<file path="src/rtl/ising_sweep_scheduler.sv">
// Ising spin-update sequencer: per row READ -> MULT -> UPDATE (3 cycles), Gauss-Seidel order, done pulse after last sweep.
// No backpressure: weight memory answers the cycle after w_rd_en, multiplier is combinational; abort returns to IDLE.
module ising_sweep_scheduler #(
  parameter int word_size  = 4,
  parameter int array_size = 51,
  parameter int SWEEP_W    = 8,
  localparam int N     = (array_size - 5) / 2,
  localparam int AW    = (N > 1) ? $clog2(N) : 1,
  localparam int SUM_W = word_size + AW
) (
  input  logic                   clk,
  input  logic                   rst_n,
  input  logic                   start,
  input  logic                   abort,
  input  logic [SWEEP_W-1:0]     num_sweeps,
  input  logic                   spin_load_en,
  input  logic [N-1:0]           spin_load_data,
  output logic                   w_rd_en,
  output logic [AW-1:0]          w_addr,
  input  logic [N*word_size-1:0] w_rdata,
  output logic [N*word_size-1:0] mult_weight,
  output logic [N-1:0]           mult_spin,
  input  logic [N*word_size-1:0] mult_product,
  output logic [N-1:0]           spin_out,
  output logic                   busy,
  output logic                   done
);

  typedef enum logic [2:0] {
    S_IDLE, S_READ, S_MULT, S_UPDATE, S_DONE
  } state_t;

  state_t                   state_q, state_d;
  logic [AW-1:0]            row_q;
  logic [SWEEP_W-1:0]       sweep_cnt_q;
  logic [SWEEP_W-1:0]       sweeps_q;
  logic [N-1:0]             spin_q;
  logic signed [SUM_W-1:0]  field_q;
  logic signed [SUM_W-1:0]  field_sum;
  logic                     last_row;
  logic                     last_sweep;

  assign last_row   = (row_q == AW'(N - 1));
  assign last_sweep = (({1'b0, sweep_cnt_q} + (SWEEP_W+1)'(1)) == {1'b0, sweeps_q});

  // Local field: sign-extended products of every column except the row being updated
  always_comb begin
    field_sum = '0;
    for (int j = 0; j < N; j++) begin
      if (AW'(j) != row_q)
        field_sum = field_sum + SUM_W'(signed'(mult_product[j*word_size +: word_size]));
    end
  end

  always_ff @(posedge clk or negedge rst_n) begin
    if (!rst_n) state_q <= S_IDLE;
    else        state_q <= state_d;
  end

  always_comb begin
    state_d = state_q;
    w_rd_en = 1'b0;
    busy    = 1'b1;
    done    = 1'b0;
    case (state_q)
      S_IDLE: begin
        busy = 1'b0;
        if (start) state_d = (num_sweeps == '0) ? S_DONE : S_READ;
      end
      S_READ: begin
        w_rd_en = 1'b1;
        state_d = S_MULT;
      end
      S_MULT:   state_d = S_UPDATE;
      S_UPDATE: state_d = (last_row && last_sweep) ? S_DONE : S_READ;
      S_DONE: begin
        done    = 1'b1;
        state_d = S_IDLE;
      end
      default:  state_d = S_IDLE;
    endcase
    if (abort && state_q != S_IDLE) state_d = S_IDLE;
  end

  always_ff @(posedge clk or negedge rst_n) begin
    if (!rst_n) begin
      row_q       <= '0;
      sweep_cnt_q <= '0;
      sweeps_q    <= '0;
      spin_q      <= '0;
      field_q     <= '0;
    end else begin
      case (state_q)
        S_IDLE: begin
          if (spin_load_en) spin_q <= spin_load_data;
          if (start) begin
            sweeps_q    <= num_sweeps;
            row_q       <= '0;
            sweep_cnt_q <= '0;
          end
        end
        S_MULT: field_q <= field_sum;
        S_UPDATE: begin
          // An aborted UPDATE leaves the spin and row untouched
          if (!abort) begin
            if (field_q != '0) spin_q[row_q] <= ~field_q[SUM_W-1];
            if (last_row) begin
              row_q       <= '0;
              sweep_cnt_q <= sweep_cnt_q + 1'b1;
            end else begin
              row_q <= row_q + 1'b1;
            end
          end
        end
        default: ;
      endcase
    end
  end

  assign w_addr      = row_q;
  assign mult_weight = w_rdata;
  assign mult_spin   = spin_q;
  assign spin_out    = spin_q;

endmodule

</file>
<file path="config.mk">
export PLATFORM = sky130hd
export DESIGN_NAME = ising_sweep_scheduler
export DESIGN_NICKNAME = d
export VERILOG_FILES = /design/src/rtl/ising_sweep_scheduler.sv
export SDC_FILE = /design/constraint.sdc
export NUM_CORES = 1
export LEC_CHECK = 0
export CAP_MARGIN = 20
export CORE_MARGIN = 5
export CORE_UTILIZATION = 30
export DETAILED_ROUTE_END_ITERATION = 8
export PLACE_DENSITY = 0.57
export RECOVER_POWER = 50
export SKIP_CTS_REPAIR_TIMING = 1
export SYNTH_ARGS = -nofsm -noshare
export SYNTH_HDL_FRONTEND = slang
export SYNTH_SLANG_ARGS = --single-unit
export TNS_END_PERCENT = 10
</file>
<file path="constraint.sdc">
create_clock -name clk -period 18.8 [get_ports clk]
set_clock_uncertainty 0.15 [all_clocks]
set_input_delay 3.76 -clock clk [delete_from_list [all_inputs] [get_ports clk]]
set_output_delay 3.76 -clock clk [all_outputs]
set_load 0.005 [all_outputs]
</file>
Word level (Yosys, flattened, before mapping). Index checks and enable logic that the tools add are counted.

Add/subtract/negate cells: 25. Magnitude comparators: 2. Equality and inequality tests: 34. Mux-type cells: 46. Bitwise gates (word level): 1. Reduce and logical (&&, ||, !) cells: 13.

Operator list (number): 9-bit two-way mux (23); 9-bit by 4-bit adder with 9-bit output (22); 23-bit two-way mux (3); 23-bit one-hot mux with 2 select lines (1); 4-bit by 5-bit inequality test with 1-bit output, first input constant (8); 5-bit inequality test, first input constant (7); 8-bit two-way mux (3); 23-bit bitwise mux (1); 3-bit by 5-bit inequality test with 1-bit output, first input constant (4); 8-bit one-hot mux with 2 select lines (1); 5-bit two-way mux (3); 3-bit two-way mux (4); 3-bit one-hot mux with 4 select lines (1); 2-bit inequality test, second input constant (5); 2-bit by 5-bit inequality test with 1-bit output, first input constant (2); 5-bit one-hot mux with 2 select lines (1); 8-bit by 1-bit adder with 9-bit output, second input constant (1); 9-bit by 8-bit == test with 1-bit output (1); 9-bit nonzero test (1); 8-bit by 1-bit adder with 8-bit output, second input constant (1); 8-bit logical NOT (1); 4-bit AND reduction (2); 3-bit by 2-bit == test with 1-bit output, second input constant (2); 5-bit by 6-bit < comparator with 1-bit output, second input constant (1); other kinds (17) (22).

Register bits after elaboration: 56. Input bits: 220. Output and inout bits: 146.

Depth between registers and ports, before layout. Gate-level depths: netlist of the first run.

Word-level depth: 46. Depth in mapped cells: 110. Depth with buffers taken out: 109.

Least setup slack after synthesis of the first run. Ideal clock, no wire load.

Path type: input to register. Start: input port mult_product[0]. End: register field_q[8]. Setup time: 0.126 ns. Arrival time: 21.745 ns. Data required time: 18.524 ns. Slack: -3.220 ns. Cell stages on the path: 100. Path through: nand2_1 inv_1 ha_1 maj3_1 a21o_1 fa_1 o21ai_0 inv_1 ha_1 xnor2_1 nor2_1 a21oi_1 ha_1 xnor2_1 nand2_1 a21bo_2 ha_1 o21a_1 [... 64 more ...] nand3b_1 xnor2_1 nand2_1 o21a_1 ha_1 a21oi_1 xnor2_1 mux2_2 ha_1 xor2_1 a21oi_1 ha_1 o41ai_1 mux2i_1 xnor2_1 xnor3_1 xnor3_1 o21ai_1.

Longest elaborated chain between the ends: 45.

RTL lines: from (decl) (line 23) `input logic [N*word_size-1:0] mult_product,`; 9-bit two-way mux * (line 50) `if (AW'(j) != row_q)`; 9-bit by 4-bit adder with 9-bit output (line 51) `field_sum = field_sum + SUM_W'(signed'(mult_product[j*word_size +: word_size]));`; 9-bit two-way mux * (line 50); 9-bit by 4-bit adder with 9-bit output (line 51); 9-bit two-way mux * (line 50); 9-bit by 4-bit adder with 9-bit output (line 51); 9-bit two-way mux * (line 50); 9-bit by 4-bit adder with 9-bit output (line 51); [... 29 more ...]; 9-bit by 4-bit adder with 9-bit output (line 51); 9-bit two-way mux * (line 50); 9-bit by 4-bit adder with 9-bit output (line 51); 9-bit two-way mux * (line 50); 9-bit by 4-bit adder with 9-bit output (line 51); 9-bit two-way mux * (line 50); 9-bit by 4-bit adder with 9-bit output (line 51); 9-bit two-way mux * (line 50); to (signal assigned) (line 102) `S_MULT: field_q <= field_sum;`; to (decl) (line 38) `logic signed [SUM_W-1:0] field_q;`.

Every way passes the cells marked *; elsewhere a longest branch is shown, timed or not. A chain may end at the register's enable or synchronous reset.

Worst setup path in the final report of the first run. Ends and elaborated chain as after synthesis.

==> flow_summary.yaml, run 1 <==
status:
  outcome: "complete, but fails checks"
  failed_checks: "max-capacitance violations, max-slew violations, negative setup slack"
min_path:
  hold_class: "reg2reg"
layout:
  antenna_cells_inserted: 0
  fillerInstances: 4260
  finalNetCount: 2577
  area_grow_syn2layout_pct: 44.48
  layout-drive-gt1-share: 0.2974
  fin_cells: 2740
  postLayoutCellArea_um2: 18730
setup_path:
  timing.critical_path.fanout_max: 4
  arrival_ps: 22370
  kind_of_critical_path: "in2reg"
  crit_path_end_kind: "flip-flop"
  worstPathRequired_ps: 18860
  critical-path-slowest-cell: "fa_1"
  cell_with_the_most_instances_on_the_worst_path: "xnor2_1"
  category_of_the_worst_setup_path_launch_point: "primary input"
  slowest_delay_ps: 450
job:
  cap_viol_max_count: 1
clocking:
  maximum_clock_insertion_buffer_count: 2
  clk_pin_slew_ps: 100
  tritoncts: "yes"
  clock_latency_ps: 320
  tritoncts_buffer_count: 5
  clock_sink_count: 56
  cts_root_buf: "clkbuf_16"
  cts_max_level: 2
grt:
  first_global_vias: 13460
  grt_antenna_before_repair: 0
  grt_start_max_net_pins: 57
  gr-total-overflow: 0
  gr-usage-all-layers: 0.1672
  grt_first_pass_wirelength_um: 66070
sta:
  grt_setup_unrepaired: "yes"
  final_period_minus_worst_setup_slack_ps: 22310
  finalCritPeriodShare: 1.187
  final-max-slew-violation-count: 57
  hold_viol: 0
  whs_ps: 341.5
  timing.fmax_mhz: 44.81
  timing_worst_slew_pin_value_ps: 3494
  totalNegativeSetupSlack_ps: -19780
  setup_viol: 8
  slew_headroom: -1.330
  setup_slack_ps: -3515
yosys:
  synth_simple_gate_area_share: 0.1797
  synth.yosys.seq_area_share: 0.1081
  syn-instance-count: 1737
  synth_edf_count: 0
  post_synthesis_net_count: 2160
  synth_warnings: 0
  synth-async-reset-ratio: 1.000
  synth.avg_cell_area_um2: 7.462
  yosys-top-cells-area: "ha_1, dfrtp_1, xnor2_1"
  synthTopCellsByCount: "a21oi_1, ha_1, nor2_1"
  mappedNetlistArea_um2: 12960
  unique_cell_type_count_in_the_yosys_netlist: 73
  yosysTopAreaCell: "ha_1"
  synth-adder-area-share: 0.2108
  yosysTopAreaCellShare: 0.1738
  synth_xor_xnor_area_share: 0.1119
  synthMuxAreaShare: 0.05667
  post_synthesis_compound_gate_area_fraction: 0.2171
  ys_dominant_reg_cell: "dfrtp_1"
  synth.ff_latch_count: 56
  main_combinational_cell_family_by_area_after_synthesis: "compound AO/OA/AOI/OAI gates"
floorplan:
  ioPinCount: 366
  die_area_um2: 47460
  placeableCoreArea_um2: 42890
  rows: 76
  initial_utilization: 0.3022
  chipWidth_um: 217.9
  die-height_um: 217.9
place:
  dpl-instance-area_um2: 17630
  cell_count_after_placement: 2705
  globalplace.congestion: 0.8703
  placement.io_buffers: 181
  post-dp-hpwl_um: 34480
detailed_routing:
  detail_route.wirelength_um: 41780
  drtAntennaViolNets: 0
  routed_via_density: 4.831
  drt_iter0_drc: 548
  routedWlPerCell_um: 15.25
  vias: 13240
  detail_route.drc_violations: 0
  drt_pass1_iterations: 7
-- through the flow --
| step | utilization | setup WS (ps) |
|---|---|---|
| 2_1_floorplan | - | -2434 |
| 3_3_place_gp | 0.4111 | -4003 |
| 3_5_place_dp | 0.4111 | -4259 |
| 4_1_cts | 0.4146 | -4009 |
| 5_1_grt | 0.4367 | -4582 |
| 6_report | 0.4367 | -3515 |
-- cell type report --
type	instances	area (µm²)	area share
Clock inverter	3	26.28	0.001403
Multi-Input combinational cell	1402	11280	0.6025
Timing Repair Buffer	567	4701	0.2510
Tap cell	585	732.0	0.03909
Sequential cell	56	1401	0.07483
Clock buffer	5	125.1	0.006681
Inverter	122	457.9	0.02445
-- cell families (layout without fill, tap and decap cells) --
logic type               Yosys count  in the layout
flip-flops                        56             56
adder cells (fa/ha/maj)          205            205
XOR/XNOR                         156            156
buffers and inverters            279            697
AO/OA/AOI/OAI                    452            452
multiplexers                      68             68
AND/OR/NAND/NOR                  521            521
-- per-layer routing --
layer | global-route usage | vias to the layer above | wire length (µm) | share of wire
met1 | 0.2123 | 6166 | 18880 | 0.45
met5 | 0 | - | 0 | 0
met4 | 0.02973 | 0 | 555 | 0.013
met2 | 0.3060 | 236 | 20710 | 0.50
met3 | 0.02194 | 32 | 1635 | 0.039
li1 | - | 6804 | - | -
-- registers in the layout, summed over array words and instances, names as in the netlist --
name         cells
state_q          3
mult_spin       23
sweeps_q         8
field_q          9
sweep_cnt_q      8
w_addr           5
-- critical path, delay by kind of cell --
| family | cells | cell delay, ps |
|---|---|---|
| fa+ha+maj | 24 | 7000 |
| compound gates | 23 | 3150 |
| xor+xnor | 19 | 2920 |
| mux | 8 | 2340 |
| simple gates | 16 | 2290 |
| buf+inv | 7 | 860 |
-- final timing paths --
path,from,end,slack [ps],cells past startpoint
hold / removal,field_q[0]$_DFFE_PN0P_,field_q[0]$_DFFE_PN0P_,340,2
min in group asynchronous,rst_n,mult_spin[3]$_DFFE_PN0P_,4560,2
setup / recovery,mult_product[0],field_q[8]$_DFFE_PN0P_,-3510,97
max in group asynchronous,rst_n,mult_spin[11]$_DFFE_PN0P_,11960,2
hold reg to reg,field_q[0]$_DFFE_PN0P_,field_q[0]$_DFFE_PN0P_,340,2
setup reg to reg,w_addr[0]$_DFFE_PN0P_,field_q[8]$_DFFE_PN0P_,-850,98
-- cells in the final DEF (no fill, tap or decap), types with 28 or more instances in the layout --
cell type,netlist,layout
nor3_1,35,33
xor2_1,33,28
ha_1,180,134
a21oi_2,0,60
dfrtp_1,56,56
o21bai_1,40,40
inv_1,120,118
dlygate4sd3_1,0,48
nand3_1,43,42
a21o_1,38,38
mux2_2,43,40
clkdlybuf4s50_1,0,132
buf_4,115,385
o21ai_0,60,45
a21oi_1,180,116
nor2_1,177,171
nand2_1,166,163
ha_4,0,44
xnor2_1,117,104
Power of run 1 is not shown: default switching activity piles up to over one toggle a cycle in this logic, so the estimate is an artifact.
==> run 2, diff against run 1 <==
- PLACE_DENSITY: 0.57 -> 0.61
==> run 2 against run 1 <==
Compared with the run above: the flow still finishes with violations (max-capacitance violations, max-slew violations, negative setup slack); via count increased by 1.2%; utilization is 0.22 points lower; non-clock buffer count shrank 6; wire length fell by 0.18%; design area decreased by 0.51%; register-to-register slack gained 30 ps; global-route usage down 0.12 points; largest cell class unchanged.
==> flow_summary.yaml, run 2 (same netlist as run 1, synthesis figures left out) <==
grt:
  grt_antenna_before_repair: 0
  gr-usage-all-layers: 0.1660
  first_global_vias: 13550
  grt_first_pass_wirelength_um: 65900
  grt_start_max_net_pins: 57
  gr-total-overflow: 0
status:
  failed_checks: "max-capacitance violations, max-slew violations, negative setup slack"
  outcome: "complete, but fails checks"
detailed_routing:
  detail_route.drc_violations: 0
  detail_route.wirelength_um: 41700
  vias: 13400
  drt_pass1_iterations: 6
  drt_iter0_drc: 632
  drtAntennaViolNets: 0
  routed_via_density: 4.900
  routedWlPerCell_um: 15.25
floorplan:
  initial_utilization: 0.3022
  ioPinCount: 366
  chipWidth_um: 217.9
  placeableCoreArea_um2: 42890
  rows: 76
  die_area_um2: 47460
  die-height_um: 217.9
sta:
  slew_headroom: -1.279
  finalCritPeriodShare: 1.193
  final-max-slew-violation-count: 57
  setup_viol: 8
  hold_viol: 0
  final_period_minus_worst_setup_slack_ps: 22430
  grt_setup_unrepaired: "yes"
  timing_worst_slew_pin_value_ps: 3418
  setup_slack_ps: -3628
  timing.fmax_mhz: 44.59
layout:
  layout-drive-gt1-share: 0.2913
  fillerInstances: 4217
  utilization: 0.4344
  postLayoutCellArea_um2: 18630
  area_grow_syn2layout_pct: 43.75
  largest_reg_flops: 23
  antenna_cells_inserted: 0
  finalNetCount: 2571
  final_common_cell: "buf_4"
  final_cell_mix: "buf_4, nor2_1, nand2_1, ha_1, clkdlybuf4s50_1"
clocking:
  tritoncts: "yes"
  cts_root_buf: "clkbuf_16"
  tritoncts_buffer_count: 5
  clk_pin_slew_ps: 100
  clock_sink_count: 56
  clock_latency_ps: 320
  maximum_clock_insertion_buffer_count: 2
  cts_max_level: 2
setup_path:
  timing.critical_path.fanout_max: 4
  reg2reg_to: "field_q[8]$_DFFE_PN0P_"
  arrival_ps: 22480
  critical_path_depth: 92
  rrSetupSlack_ps: -820
  kind_of_critical_path: "in2reg"
  critical-path-slowest-cell: "fa_2"
  category_of_the_worst_setup_path_launch_point: "primary input"
  slowest_delay_ps: 550
  worstPathRequired_ps: 18850
  r2r_start: "w_addr[0]$_DFFE_PN0P_"
  critPathBufInv: 9
  worst_r2r_path_depth: 99
  crit_path_end_kind: "flip-flop"
  path_delay_family: "adder cells"
place:
  dpl-instance-area_um2: 17600
  globalplace.congestion: 0.8693
  placement.io_buffers: 181
  post-dp-hpwl_um: 33900
min_path:
  holdPathEnd: "field_q[6]$_DFFE_PN0P_"
  hold_class: "reg2reg"
  holdCritStartpoint: "field_q[6]$_DFFE_PN0P_"
  hold_depth: 2
job:
  cap_viol_max_count: 1
-- run 2: changes by cell type in the layout (fill, tap and decap cells not counted), sizes merged --
| cell | delta |
|---|---|
| buf | -6 |
| clkdlybuf4s50 | +1 |
| clkinv | +1 |
| clkinvlp | -1 |
| dlygate4sd3 | -1 |
-- run 2: how the worst max path moves through the flow --
| stage | start | slack, ps | endpoint |
|---|---|---|---|
| after floorplan | mult_product[1] | -2430 | field_q[8]$_DFFE_PN0P_ |
| after detailed placement | mult_product[0] | -4420 | field_q[8]$_DFFE_PN0P_ |
| after global placement | mult_product[0] | -4070 | field_q[8]$_DFFE_PN0P_ |
| after CTS | mult_product[0] | -4160 | field_q[8]$_DFFE_PN0P_ |
| after global routing | mult_product[0] | -4820 | field_q[8]$_DFFE_PN0P_ |
| final | mult_product[1] | -3630 | field_q[8]$_DFFE_PN0P_ |
-- run 2: per-layer routing --
layer  track usage  wire [µm]  vias to the layer above
met3       0.02069       1582                       43
met2        0.2989      20590                      274
li1              -          -                     6801
met4       0.03726        843                        0
met5             0          0                        -
met1        0.2122      18680                     6278
-- run 2: per-stage QoR --
| step | worst slack [ps] | hold WS (ps) | setup TNS [ps] | std cells |
|---|---|---|---|---|
| after floorplan | -2434 | 298.8 | -11330 | 1737 |
| after global placement | -4069 | 314.5 | -24280 | 2699 |
| after detailed placement | -4425 | 320.4 | -26740 | 2699 |
| after CTS | -4156 | 339.3 | -24790 | 2707 |
| after global routing | -4824 | 366.4 | -30380 | 2734 |
| final | -3628 | 336.6 | -21130 | 2734 |
-- run 2: area by class of cell --
cell class                      instances  area, µm²  area share
Multi-Input combinational cell       1402      11220      0.6020
Inverter                              122      457.9     0.02458
Tap cell                              585      732.0     0.03929
Timing Repair Buffer                  561       4672      0.2508
Clock inverter                          3      27.53    0.001477
Clock buffer                            5      125.1    0.006715
Sequential cell                        56       1401     0.07521
-- run 2: worst min-delay path, stage by stage (launching register included) --
cell	delay (ps)
dfrtp_1	350
nand2_1	50
o21ai_0	60
Power of run 2 is left out for the same reason.
